**config.mk**
```make
export PLATFORM = sky130hd
export DESIGN_NAME = fifo_read_packer
export DESIGN_NICKNAME = d
export VERILOG_FILES = /design/src/rtl/fifo_read_packer.sv
export SDC_FILE = /design/constraint.sdc
export NUM_CORES = 1
export LEC_CHECK = 0
export ABC_AREA = 1
export BUFFER_PORTS_ARGS = -buffer_cell sky130_fd_sc_hd__buf_2
export CAP_MARGIN = 20
export CORE_UTILIZATION = 39
export CTS_CLUSTER_SIZE = 24
export DETAILED_ROUTE_END_ITERATION = 6
export PLACE_DENSITY_LB_ADDON = 0.08
export SLEW_MARGIN = 30
export SYNTH_ARGS = -nofsm -noshare
export SYNTH_HDL_FRONTEND = slang
export SYNTH_SLANG_ARGS = --single-unit
```
**constraint.sdc**
```tcl
create_clock -name clk -period 3.3 [get_ports clk]
set_input_delay 0.165 -clock clk [delete_from_list [all_inputs] [get_ports clk]]
set_output_delay 0.165 -clock clk [all_outputs]
set_load 0.01 [all_outputs]
```
**src/rtl/fifo_read_packer.sv**
```systemverilog
// fifo_read_packer: packs RATIO narrow beats from the async FIFO read port
// into one wide word, LSB lane first. A flush emits a partial word with a
// lane-keep mask. Single read-domain clock, synchronous active-low reset.
module fifo_read_packer #(
  parameter int DATA_WIDTH = 8,
  parameter int RATIO      = 4
) (
  input  logic                          clk,
  input  logic                          rst_n,
  input  logic                          in_valid,
  input  logic [DATA_WIDTH-1:0]         in_data,
  output logic                          in_ready,
  input  logic                          flush,
  output logic                          out_valid,
  output logic [RATIO*DATA_WIDTH-1:0]   out_data,
  output logic [RATIO-1:0]              out_keep,
  input  logic                          out_ready
);

  localparam int CW = (RATIO > 1) ? $clog2(RATIO) : 1;
  localparam int OW = RATIO * DATA_WIDTH;
  localparam logic [CW-1:0] LAST_LANE = CW'(RATIO - 1);

  typedef enum logic {
    FILL       = 1'b0,
    FLUSH_PEND = 1'b1
  } state_t;

  state_t            state_q, state_d;
  logic [OW-1:0]     acc_data_q, acc_data_d;
  logic [CW-1:0]     acc_cnt_q, acc_cnt_d;
  logic [OW-1:0]     out_data_q, out_data_d;
  logic [RATIO-1:0]  out_keep_q, out_keep_d;
  logic              out_valid_q, out_valid_d;

  logic              slot_free;
  logic              accept;
  logic              full_beat;
  logic              flush_req;
  logic [CW:0]       eff_cnt;
  logic [OW-1:0]     merged;
  logic [RATIO-1:0]  partial_keep;

  // Handshake qualification: a partial word is wanted while pending, or on a
  // fresh flush that neither coincides with a completing beat nor finds the
  // accumulator empty (counting a beat accepted on the same edge).
  always_comb begin
    slot_free = !out_valid_q || out_ready;
    accept    = in_valid && in_ready;
    full_beat = accept && (acc_cnt_q == LAST_LANE);
    eff_cnt   = {1'b0, acc_cnt_q} + {{CW{1'b0}}, accept};
    flush_req = (state_q == FLUSH_PEND) ||
                (flush && !full_beat && (eff_cnt != '0));
  end

  // Accumulator contents with this cycle's beat dropped into its lane, plus
  // the keep mask a partial word would carry.
  always_comb begin
    merged       = acc_data_q;
    partial_keep = '0;
    for (int k = 0; k < RATIO; k++) begin
      if (accept && (acc_cnt_q == CW'(k))) begin
        merged[k*DATA_WIDTH +: DATA_WIDTH] = in_data;
      end
      partial_keep[k] = ((CW+1)'(k) < eff_cnt);
    end
  end

  // Flush FSM: state register.
  always_ff @(posedge clk) begin
    if (!rst_n) begin
      state_q <= FILL;
    end else begin
      state_q <= state_d;
    end
  end

  // Flush FSM: next state. A flush that cannot load immediately waits in
  // FLUSH_PEND until the output slot frees.
  always_comb begin
    state_d = state_q;
    case (state_q)
      FILL:       if (flush_req && !slot_free) state_d = FLUSH_PEND;
      FLUSH_PEND: if (slot_free)               state_d = FILL;
      default:                                 state_d = FILL;
    endcase
  end

  // Flush FSM: outputs. Input is blocked while a flush is pending, and on the
  // last lane while the output register cannot take a new word.
  always_comb begin
    in_ready = (state_q == FILL) && ((acc_cnt_q != LAST_LANE) || slot_free);
  end

  // Datapath next state: load a full or partial word, otherwise accumulate.
  always_comb begin
    acc_data_d  = acc_data_q;
    acc_cnt_d   = acc_cnt_q;
    out_data_d  = out_data_q;
    out_keep_d  = out_keep_q;
    out_valid_d = out_valid_q && !out_ready;
    if (full_beat) begin
      out_data_d  = merged;
      out_keep_d  = '1;
      out_valid_d = 1'b1;
      acc_data_d  = '0;
      acc_cnt_d   = '0;
    end else if (flush_req && slot_free) begin
      out_data_d  = merged;
      out_keep_d  = partial_keep;
      out_valid_d = 1'b1;
      acc_data_d  = '0;
      acc_cnt_d   = '0;
    end else if (accept) begin
      acc_data_d  = merged;
      acc_cnt_d   = acc_cnt_q + CW'(1);
    end
  end

  // Datapath registers; reset discards any accepted-but-unemitted beats.
  always_ff @(posedge clk) begin
    if (!rst_n) begin
      acc_data_q  <= '0;
      acc_cnt_q   <= '0;
      out_data_q  <= '0;
      out_keep_q  <= '0;
      out_valid_q <= 1'b0;
    end else begin
      acc_data_q  <= acc_data_d;
      acc_cnt_q   <= acc_cnt_d;
      out_data_q  <= out_data_d;
      out_keep_q  <= out_keep_d;
      out_valid_q <= out_valid_d;
    end
  end

  assign out_valid = out_valid_q;
  assign out_data  = out_data_q;
  assign out_keep  = out_keep_q;

endmodule

```
# Word level (Yosys, flattened, before mapping)
# Cells that the tools add are included.
[totals] wordCells=53 ff_bits=72
[op_classes] n_bitwise=2 eq_ne=4 n_addsub=2 reduce_logical=22 muxes=13 magnitude_cmp=4
[ops] operator="2-to-1 mux 32 bit" count=2
[ops] operator="2-to-1 mux 8 bit" count=4
[ops] operator="logical AND 1 bit" count=11
[ops] operator="2-to-1 mux 4 bit" count=2
[ops] operator="less-than comparator 1 x 3 -> 1 bit (first input constant)" count=2
[ops] operator="less-than comparator 2 x 3 -> 1 bit (first input constant)" count=2
[ops] operator="equality test 2 bit (second input constant)" count=2
[ops] operator="zero test 1 bit" count=4
[ops] operator="2-to-1 mux 1 bit" count=4
[ops] operator="adder 2 x 1 -> 3 bit" count=1
[ops] operator="logical OR 1 bit" count=3
[ops] operator="nonzero test 3 bit" count=1
[ops] operator="OR reduction 3 bit" count=1
[ops] operator="adder 2 x 1 -> 2 bit (second input constant)" count=1
[ops] operator="equality test 2 x 1 -> 1 bit (second input constant)" count=1
[ops] operator="zero test 2 bit" count=1
[ops] operator="inequality test 2 bit (second input constant)" count=1
[ops] operator="NOT 1 bit" count=2
[ops] operator="one-hot mux 1 bit (2 select lines)" count=1
[ops] operator="nonzero test 2 bit" count=1

# Longest topological paths before layout
# Gate-level depths: netlist (run 1).
[depth] word_depth=13 mapped_depth=18 depth_no_buf=17

# Worst setup path after synthesis (run 1)
# Ideal clock, no wire load.
[synth_path] kind="reg-to-reg" from="register acc_cnt_q[0]" to="register out_data_q[10] (netlist: out_data[10])" stages_incl_launch_ff=19 required_time_ps=3185 slack_ps=840 period_less_slack_ps=2460 arrival_ps=2345 setup_time_ps=115 path_buffers=2 path_cell_list="dfxtp_1 ha_1 nand3_1 nand2_1 inv_1 nand2_1 inv_1 ha_1 inv_1 ha_1 nor2_1 a21oi_1 nand2_2 nand2_4 nand2_4 buf_6 buf_6 a21oi_1 nor2_1"
[synth_via] elab_chain_cells=11
[synth_lines] item="from (decl)" line_no="31" text="logic [CW-1:0] acc_cnt_q, acc_cnt_d;"
[synth_lines] item="from (signal assigned)" line_no="130" text="acc_cnt_q <= acc_cnt_d;"
[synth_lines] item="inequality test 2 bit *" line_no="92" text="in_ready = (state_q == FILL) && ((acc_cnt_q != LAST_LANE) || slot_free);"
[synth_lines] item="logical OR 1 bit *" line_no="92"
[synth_lines] item="logical AND 1 bit *" line_no="92"
[synth_lines] item="named net in_ready" line_no="12" text="output logic in_ready,"
[synth_lines] item="logical AND 1 bit *" line_no="49" text="accept = in_valid && in_ready;"
[synth_lines] item="branches (longest 7 deep; another with adder 2 x 1 -> 3 bit)"
[synth_lines] item="to (signal assigned)" line_no="131" text="out_data_q <= out_data_d;"
[synth_lines] item="to (decl)" line_no="32" text="logic [OW-1:0] out_data_q, out_data_d;"
# Mark *: on every way through the listed nets, which the timed path passes. The select of a mux whose other input is x is not followed.
# A chain may end at the register's enable or synchronous reset.

# Worst setup path after layout (run 1)
[layout_path] from="register acc_cnt_q[1]" to="register out_data_q[22] (netlist: out_data[22])"
[layout_via] elab_chain_cells=11
[layout_lines] item="branches (longest 11 deep; another with adder 2 x 1 -> 3 bit)"
# Parallel ways; which one is timed is not known. The select of a mux whose other input is x is not followed.

==> results.ini, run 1 <==
[timing]
max_freq_mhz=345
finalSetupViolations=0
setup-tns-final_ns=0
hold_violations=0
final_max_slew_viol_count=0
relative_slew_slack_pct=43.6
rsz_0062_raised_after_global_routing=no
post-route-period-util_pct=87.8
final.setup_skew_ns=0.0106
min_period_ns=2.90
tightest_slew_ns=0.846

[hold_path]
min_from=out_ready
hold_end=state_q$_SDFF_PN0_
worst_hold_path_type=input pin to flop
cells_on_worst_hold_path=4

[clocking]
worstSkewPairLatency_ns=0.34
ctsRootBufferMaster=sky130_fd_sc_hd__clkbuf_8
cts_sinks=72
tritoncts=done
tritoncts_buffers=9
cts_buffer_depth=2
cts_resized=0
number_of_buffers_inserted_by_hold_repair_at_cts=0
cts.reportedPaths.clkPinSlew_ns=0.07
cts_post_setup_buffers_inserted=0
cts_max_level=3

[layout]
area_growth_syn_to_layout_pct=15.7
design.final.nets=461
antenna-diode-count=0
final.fill_count=793
drive_above_1_share_pct=18.4
post-route-cell-area_sq_um=3680

[global_routing]
first_global_vias=2351
grt.busiest_layer=met2
track_usage_pct=18.1
groute.layer.met2.usage_pct=26.8
grt_use_met1_pct=25.8
globalRouteOverflowTotal=0
global_routing_met3_resource_utilization_pct=3.12
wire_length_of_the_first_global_routing_pass_microns=11900
grt_start_max_net_pins=86
antenna_found_initial=0

[drt]
via_count=2635
route.antenna.remaining_nets=0
avgViaCountPerCell=4.82
postRouteWirelength_microns=7290
drt_pre_antenna_iters=4
post_drt_wl_per_cell_microns=13.3
drc=0
initialDrtViolationCount=136

[synth]
ys_seq_elements=72
syn-num-nets=421
yosys_warnings=0
syn_avg_cell_area_sq_um=7.94
ys_seq_area_share_pct=45.2
synthDistinctLibCells=22
post_synth_inst_count=401
synth_area_sq_um=3190

[worst_setup_path]
worst_path_dominant_cell_family=simple AND/OR/NAND/NOR gates
rr_startpoint=acc_cnt_q[1]$_SDFFE_PP0N_
cp_cell_sequence=ha_1 > nand3_1 > nand2_1 > inv_1 > nand2_1 > inv_1 > ha_1 > inv_1 > ha_1 > nor2_1 > a21oi_1 > nand2_2 > nand2_4 > nand2_4 > buf_4 > nand3b_1 > nand2_1 > nor2_1
timing.critical_path.fanout_max=28
worst-r2r-setup-slack_ns=0.40
setup.worst_path.class=flop to flop
r2r-end=out_data[22]$_SDFFE_PN0P_
r2r_cells=18
timing.critical_path.buf_inv=4
critPathSlowestCell=sky130_fd_sc_hd__dfxtp_1
critical_path.startpoint_type=flop
critical_path.startpoint=acc_cnt_q[1]$_SDFFE_PP0N_
worstPathArrival_ns=3.13
timing.critical_path.to_type=flop
max_stage_delay_ns=0.41
cp.required_ns=3.53

[power]
power.density_cell_area_nw_per_um2=590
irDropWorstVdd_v=0.000238
leakage_nw=1.69

[die]
start_util_pct=40.8
die-height_microns=92.4
fp-row-count=32
die_width_microns=92.4
design.core.area_sq_um=7810
ios=51
design.die.area_sq_um=8530

[placed_design]
placedInstanceArea_sq_um=3450
port_buffers=50
gpl.final_weighted_congestion=0.735
detail_placement_hpwl_microns=4600

[job]
maxCapViolations=0

[run_status]
outcome=finished, final reports clean

[Yosys cell counts (all sizes together)]
cell type | number | area [sq um]
nand2 | 80 | 328
dfxtp | 72 | 1440
nor2 | 48 | 180
a21oi | 38 | 190
o21ai | 34 | 170
nand3b | 33 | 248
inv | 28 | 105
nor3b | 25 | 203
buf | 17 | 119
clkbuf | 10 | 37.5
ha | 7 | 87.6
nand3 | 4 | 32.5
nand4 | 4 | 40.0
clkinv | 1 | 3.75
[area by class of cell]
cell class / instances / area, sq um / share of cell area [%]
clock buffers: 9 / 124 / 3.36
clock inverters: 6 / 109 / 2.95
inverters: 29 / 109 / 2.95
multi-input cells: 273 / 1480 / 40.1
flip-flops and latches: 72 / 1440 / 39.1
well taps: 102 / 128 / 3.46
repair buffers: 56 / 295 / 8.01
[registers in the layout (all words and copies together), names as in the netlist]
name / flops
state_q: 1
out_keep: 4
acc_data_q: 32
out_valid: 1
out_data: 32
acc_cnt_q: 2
[worst reg2reg max path: stages (launching register included)]
cell and delay, ns:
sky130_fd_sc_hd__dfxtp_1 0.41, sky130_fd_sc_hd__ha_1 0.25, sky130_fd_sc_hd__nand3_1 0.16, sky130_fd_sc_hd__nand2_1 0.09, sky130_fd_sc_hd__inv_1 0.04, sky130_fd_sc_hd__nand2_1 0.08
sky130_fd_sc_hd__inv_1 0.07, sky130_fd_sc_hd__ha_1 0.20, sky130_fd_sc_hd__inv_1 0.06, sky130_fd_sc_hd__ha_1 0.22, sky130_fd_sc_hd__nor2_1 0.10, sky130_fd_sc_hd__a21oi_1 0.08
sky130_fd_sc_hd__nand2_2 0.09, sky130_fd_sc_hd__nand2_4 0.08, sky130_fd_sc_hd__nand2_4 0.23, sky130_fd_sc_hd__buf_4 0.35, sky130_fd_sc_hd__nand3b_1 0.13, sky130_fd_sc_hd__nand2_1 0.09
sky130_fd_sc_hd__nor2_1 0.04
[worst max-delay path by stage]
stage / slack [ns] / to / depth (start not counted)
2_1_floorplan: 0.84 / out_data[10]$_SDFFE_PN0P_ / 18
3_3_place_gp: 0.50 / out_data[7]$_SDFFE_PN0P_ / 18
3_5_place_dp: 0.39 / out_data[15]$_SDFFE_PN0P_ / 18
4_1_cts: 0.39 / out_data[15]$_SDFFE_PN0P_ / 18
5_1_grt: 0.1 / out_data[11]$_SDFFE_PN0P_ / 18
6_report: 0.40 / out_data[22]$_SDFFE_PN0P_ / 18
[cell usage in the layout, fill, tap and decap left out]
| master | synthesis | final |
|---|---|---|
| sky130_fd_sc_hd__nand2_1 | 75 | 75 |
| sky130_fd_sc_hd__bufinv_16 | 0 | 3 |
| sky130_fd_sc_hd__nand3b_1 | 33 | 33 |
| sky130_fd_sc_hd__clkinv_1 | 1 | 1 |
| sky130_fd_sc_hd__clkinv_4 | 0 | 1 |
| sky130_fd_sc_hd__nand3_1 | 3 | 3 |
| sky130_fd_sc_hd__nand2_4 | 3 | 3 |
| sky130_fd_sc_hd__clkbuf_8 | 0 | 9 |
| sky130_fd_sc_hd__buf_2 | 8 | 50 |
| sky130_fd_sc_hd__inv_1 | 27 | 27 |
| sky130_fd_sc_hd__dfxtp_1 | 72 | 72 |
| sky130_fd_sc_hd__nor3b_2 | 3 | 3 |
| sky130_fd_sc_hd__nor2_1 | 48 | 48 |
| sky130_fd_sc_hd__inv_2 | 1 | 1 |
| sky130_fd_sc_hd__buf_4 | 0 | 6 |
| sky130_fd_sc_hd__o21ai_0 | 34 | 34 |
| sky130_fd_sc_hd__nand2_2 | 2 | 2 |
| sky130_fd_sc_hd__nand4_1 | 3 | 3 |
| sky130_fd_sc_hd__clkinv_2 | 0 | 2 |
| sky130_fd_sc_hd__ha_1 | 7 | 7 |
| sky130_fd_sc_hd__nand4_4 | 1 | 1 |
| sky130_fd_sc_hd__a21oi_1 | 38 | 38 |
| sky130_fd_sc_hd__nor3b_1 | 22 | 22 |
| sky130_fd_sc_hd__nand3_4 | 1 | 1 |
[power breakdown]
part / switching [mW] / leakage, nW / internal, mW
registers: 0.0283 / 0.588 / 0.937
logic: 0.233 / 0.983 / 0.150
clock network: 0.327 / 0.119 / 0.497
total: 0.589 / 1.69 / 1.58
[per-layer routing]
| layer | vias to the layer above | share of wire (%) |
|---|---|---|
| li1 | 1385 | - |
| met1 | 1179 | 51 |
| met2 | 59 | 43 |
| met3 | 12 | 4.2 |
| met4 | 0 | 1.5 |
| met5 | - | 0 |
[per-stage QoR]
step	power [mW]	setup slack (ns)	hold slack [ns]	utilization, %	cells
after floorplan	1.27	0.840	0.378	-	401
final	2.17	0.402	0.215	47.2	547
after detailed placement	1.37	0.392	0.464	44.2	532
after CTS	2.20	0.388	0.205	47.2	547
after global routing	2.30	0.0973	0.224	47.2	547
after global placement	1.37	0.505	0.457	44.2	532
[kinds of logic (layout without fill, tap and decap cells)]
group | count (synthesis) | count (layout) | synth area share (%)
AOI/OAI and AO/OA | 72 | 72 | 11.3
adders and majority gates | 7 | 7 | 2.75
buffers and inverters | 56 | 100 | 8.33
DFF | 72 | 72 | 45.2
and+or+nand+nor | 194 | 194 | 32.4
(Power assumes the default switching activity.)
==> inputs of run 2 (changes only) <==
--- a/config.mk
+++ b/config.mk
@@ -5,7 +5,6 @@
 export SDC_FILE = /design/constraint.sdc
 export NUM_CORES = 1
 export LEC_CHECK = 0
-export ABC_AREA = 1
 export BUFFER_PORTS_ARGS = -buffer_cell sky130_fd_sc_hd__buf_2
 export CAP_MARGIN = 20
 export CORE_UTILIZATION = 39
==> run 2 against run 1 <==
Routed wire length shrank 10%. Register-to-register slack lost 0.15 ns. Sequential power grew 2.5%.
==> results.ini, run 2 <==
[clocking]
tritoncts=done  ; unchanged
cts_sinks=72  ; unchanged
cts_max_level=3  ; unchanged
cts_post_setup_buffers_inserted=0  ; unchanged
tritoncts_buffers=9  ; unchanged
number_of_buffers_inserted_by_hold_repair_at_cts=0  ; unchanged
cts.reportedPaths.clkPinSlew_ns=0.08  ; was 0.07 ns
ctsRootBufferMaster=sky130_fd_sc_hd__clkbuf_8  ; unchanged
worstSkewPairLatency_ns=0.33  ; was 0.34 ns
cts_buffer_depth=2  ; unchanged
cts_resized=0  ; unchanged

[synth]
ys_dominant_reg_cell=sky130_fd_sc_hd__dfxtp_1  ; unchanged
synthDistinctLibCells=32  ; was 22
yosys_warnings=0  ; unchanged
synth_top_cells_by_count=72 x sky130_fd_sc_hd__dfxtp_1, 33 x sky130_fd_sc_hd__a21oi_1, 33 x sky130_fd_sc_hd__mux2i_1  ; was 75 x sky130_fd_sc_hd__nand2_1, 72 x sky130_fd_sc_hd__dfxtp_1, 48 x sky130_fd_sc_hd__nor2_1
syn_avg_cell_area_sq_um=10.7  ; was 7.94 sq um
synthMostInstantiatedCell=sky130_fd_sc_hd__dfxtp_1  ; was sky130_fd_sc_hd__nand2_1
ys_seq_elements=72  ; unchanged
post_synth_inst_count=263  ; was 401
ys_seq_area_share_pct=51.4  ; was 45.2%
synth_area_sq_um=2800  ; was 3190 sq um
syn-num-nets=283  ; was 421
ys_top_cells_by_area=sky130_fd_sc_hd__dfxtp_1 51%, sky130_fd_sc_hd__mux2i_1 12%, sky130_fd_sc_hd__o31ai_1 8.6%, sky130_fd_sc_hd__nor2_2 6.7%, sky130_fd_sc_hd__a21oi_1 5.9%  ; was sky130_fd_sc_hd__dfxtp_1 45%, sky130_fd_sc_hd__nand2_1 8.8%, sky130_fd_sc_hd__nand3b_1 7.8%, sky130_fd_sc_hd__a21oi_1 6.0%, sky130_fd_sc_hd__nor2_1 5.7%
synth_top_area_share_pct=51.4  ; was 45.2%
number_of_synthesized_flops_with_an_enable_pin=0  ; unchanged
synth_async_sr_flop_share_pct=0  ; unchanged
synth_area_leader_cell=sky130_fd_sc_hd__dfxtp_1  ; unchanged

[placed_design]
port_buffers=50  ; unchanged
dp_slack_ns=0.157  ; was 0.392 ns
detail_placement_hpwl_microns=4280  ; was 4600 microns
gpl.final_weighted_congestion=0.749  ; was 0.735

[timing]
final.setup_skew_ns=0.00583  ; was 0.0106 ns
post-route-period-util_pct=92.2  ; was 87.8%
finalSetupViolations=0  ; unchanged
max_freq_mhz=329  ; was 345 MHz
setup-tns-final_ns=0  ; unchanged
rsz_0062_raised_after_global_routing=no  ; unchanged
relative_slew_slack_pct=36.7  ; was 43.6%
postLayoutSetupSlackWorst_ns=0.257  ; was 0.402 ns
final_max_slew_viol_count=0  ; unchanged
hold_violations=0  ; unchanged
tightest_slew_ns=0.945  ; was 0.846 ns
min_period_ns=3.04  ; was 2.90 ns

[power]
leakage_nw=1.45  ; was 1.69 nW
irDropWorstVdd_v=0.000307  ; was 0.000238 V
power.density_cell_area_nw_per_um2=615  ; was 590 nW/um^2

[run_status]
outcome=finished, final reports clean  ; unchanged

[worst_setup_path]
timing.critical_path.to_type=flop  ; unchanged
setup.worst_path.class=flop to flop  ; unchanged
critical_path.startpoint_type=flop  ; unchanged
timing.critical_path.fanout_max=23  ; was 28
worstPathArrival_ns=3.32  ; was 3.13 ns
cp.required_ns=3.57  ; was 3.53 ns

[layout]
antenna-diode-count=0  ; unchanged
design.final.nets=335  ; was 461
final.fill_count=708  ; was 793
drive_above_1_share_pct=36.3  ; was 18.4%
commonest_cells_after_routing_fill_and_taps_aside=72 x sky130_fd_sc_hd__dfxtp_1, 50 x sky130_fd_sc_hd__buf_2, 33 x sky130_fd_sc_hd__mux2i_1, 33 x sky130_fd_sc_hd__a21oi_1, 32 x sky130_fd_sc_hd__o31ai_1  ; was 75 x sky130_fd_sc_hd__nand2_1, 72 x sky130_fd_sc_hd__dfxtp_1, 50 x sky130_fd_sc_hd__buf_2
final_common_cell=sky130_fd_sc_hd__dfxtp_1  ; was sky130_fd_sc_hd__nand2_1
area_growth_syn_to_layout_pct=20.8  ; was 15.7%

[drt]
postRouteWirelength_microns=6570  ; was 7290 microns
via_count=2102  ; was 2,635
drc=0  ; unchanged
avgViaCountPerCell=5.05  ; was 4.82
route.antenna.remaining_nets=0  ; unchanged
initialDrtViolationCount=101  ; was 136
post_drt_wl_per_cell_microns=15.8  ; was 13.3 microns
drt_pre_antenna_iters=4  ; unchanged

[global_routing]
grt_start_max_net_pins=40  ; was 86
wire_length_of_the_first_global_routing_pass_microns=10400  ; was 11,900 microns
first_global_vias=2004  ; was 2,351
track_usage_pct=18.9  ; was 18.1%
antenna_found_initial=0  ; unchanged
globalRouteOverflowTotal=0  ; unchanged

[die]
die-height_microns=86.8  ; was 92.4 microns
design.die.area_sq_um=7530  ; was 8530 sq um
fp-row-count=30  ; was 32
die_width_microns=86.8  ; was 92.4 microns
ios=51  ; unchanged
start_util_pct=40.8  ; about the same
design.core.area_sq_um=6870  ; was 7810 sq um

[hold_path]
worst_hold_path_type=input pin to flop  ; unchanged

[job]
maxCapViolations=0  ; unchanged

## run 2: cell types whose count changed in the layout (fill, tap and decap cells not counted), moves of 23 or more
cell / delta
sky130_fd_sc_hd__nand2_1: -75
sky130_fd_sc_hd__nor2_1: -42
sky130_fd_sc_hd__o21ai_0: -34
sky130_fd_sc_hd__mux2i_1: +33
sky130_fd_sc_hd__nand3b_1: -32
sky130_fd_sc_hd__o31ai_1: +32
sky130_fd_sc_hd__nor2_2: +30
sky130_fd_sc_hd__inv_1: -23
## run 2: area by class of cell
| cell class | instances | area (sq um) | area share [%] |
|---|---|---|---|
| Sequential cell | 72 | 1440 | 42.6 |
| Multi-Input combinational cell | 165 | 1250 | 37.0 |
| Timing Repair Buffer | 63 | 360 | 10.6 |
| Clock buffer | 11 | 141 | 4.18 |
| Tap cell | 96 | 120 | 3.55 |
| Clock inverter | 5 | 56.3 | 1.66 |
| Inverter | 4 | 15.0 | 0.443 |
## run 2: per-layer routing
layer / track usage, % / part of all wire [%] / vias to the layer above
met3: 3.62 / 4.0 / 5
li1: - / - / 1050
met4: 7.73 / 1.2 / 0
met2: 29.9 / 45 / 46
met1: 25.3 / 50 / 1001
met5: 0 / 0 / -
## run 2: final timing paths
path / end / slack [ns] / depth (start not counted) / from
worst max register to register: acc_data_q[15]$_SDFFE_PP0N_ / 0.26 / 11 / acc_cnt_q[0]$_SDFFE_PP0N_
worst min register to register: out_keep[1]$_SDFFE_PN0P_ / 0.50 / 1 / out_keep[1]$_SDFFE_PN0P_
worst min-delay path: acc_data_q[19]$_SDFFE_PP0N_ / 0.19 / 3 / in_data[3]
worst max-delay path: acc_data_q[15]$_SDFFE_PP0N_ / 0.26 / 11 / acc_cnt_q[0]$_SDFFE_PP0N_
## run 2: cells by family (layout without fill, tap and decap cells)
family | count (synthesis) | after routing | share of synthesized area [%]
muxes | 33 | 33 | 11.8
xor gates and xnor gates | 1 | 1 | 0.313
DFF | 72 | 72 | 51.4
buffers and inverters | 26 | 83 | 4.78
and+or+nand+nor | 52 | 52 | 11.7
adders and majority gates | 7 | 7 | 3.12
AOI/OAI and AO/OA | 72 | 72 | 16.9
## run 2: metrics by stage
stage / cells / utilization, % / power [mW] / hold WS (ns) / instance area, sq um
final: 416 / 49.3 / 2.08 / 0.191 / 3390
after global routing: 416 / 49.3 / 2.18 / 0.181 / 3390
after CTS: 416 / 49.2 / 2.10 / 0.177 / 3380
after detailed placement: 400 / 46.3 / 1.41 / 0.477 / 3180
after global placement: 400 / 46.3 / 1.41 / 0.474 / 3180
after floorplan: 263 / - / 1.27 / 0.332 / 2800
## run 2: power by group
part	internal, mW	switching [mW]	total [mW]
clock	0.369	0.327	0.696
combinational	0.166	0.232	0.397
sequential	0.951	0.0381	0.989
## run 2: worst max-delay path, stage by stage, from the launching register on
cell	delay (ns)
sky130_fd_sc_hd__dfxtp_1	0.32
sky130_fd_sc_hd__ha_1	0.22
sky130_fd_sc_hd__and3b_1	0.27
sky130_fd_sc_hd__nor3b_2	0.23
sky130_fd_sc_hd__ha_1	0.21
sky130_fd_sc_hd__inv_1	0.05
sky130_fd_sc_hd__ha_1	0.28
sky130_fd_sc_hd__or3_1	0.39
sky130_fd_sc_hd__and3_1	0.22
sky130_fd_sc_hd__or3b_1	0.40
sky130_fd_sc_hd__buf_4	0.26
sky130_fd_sc_hd__nor2_1	0.14
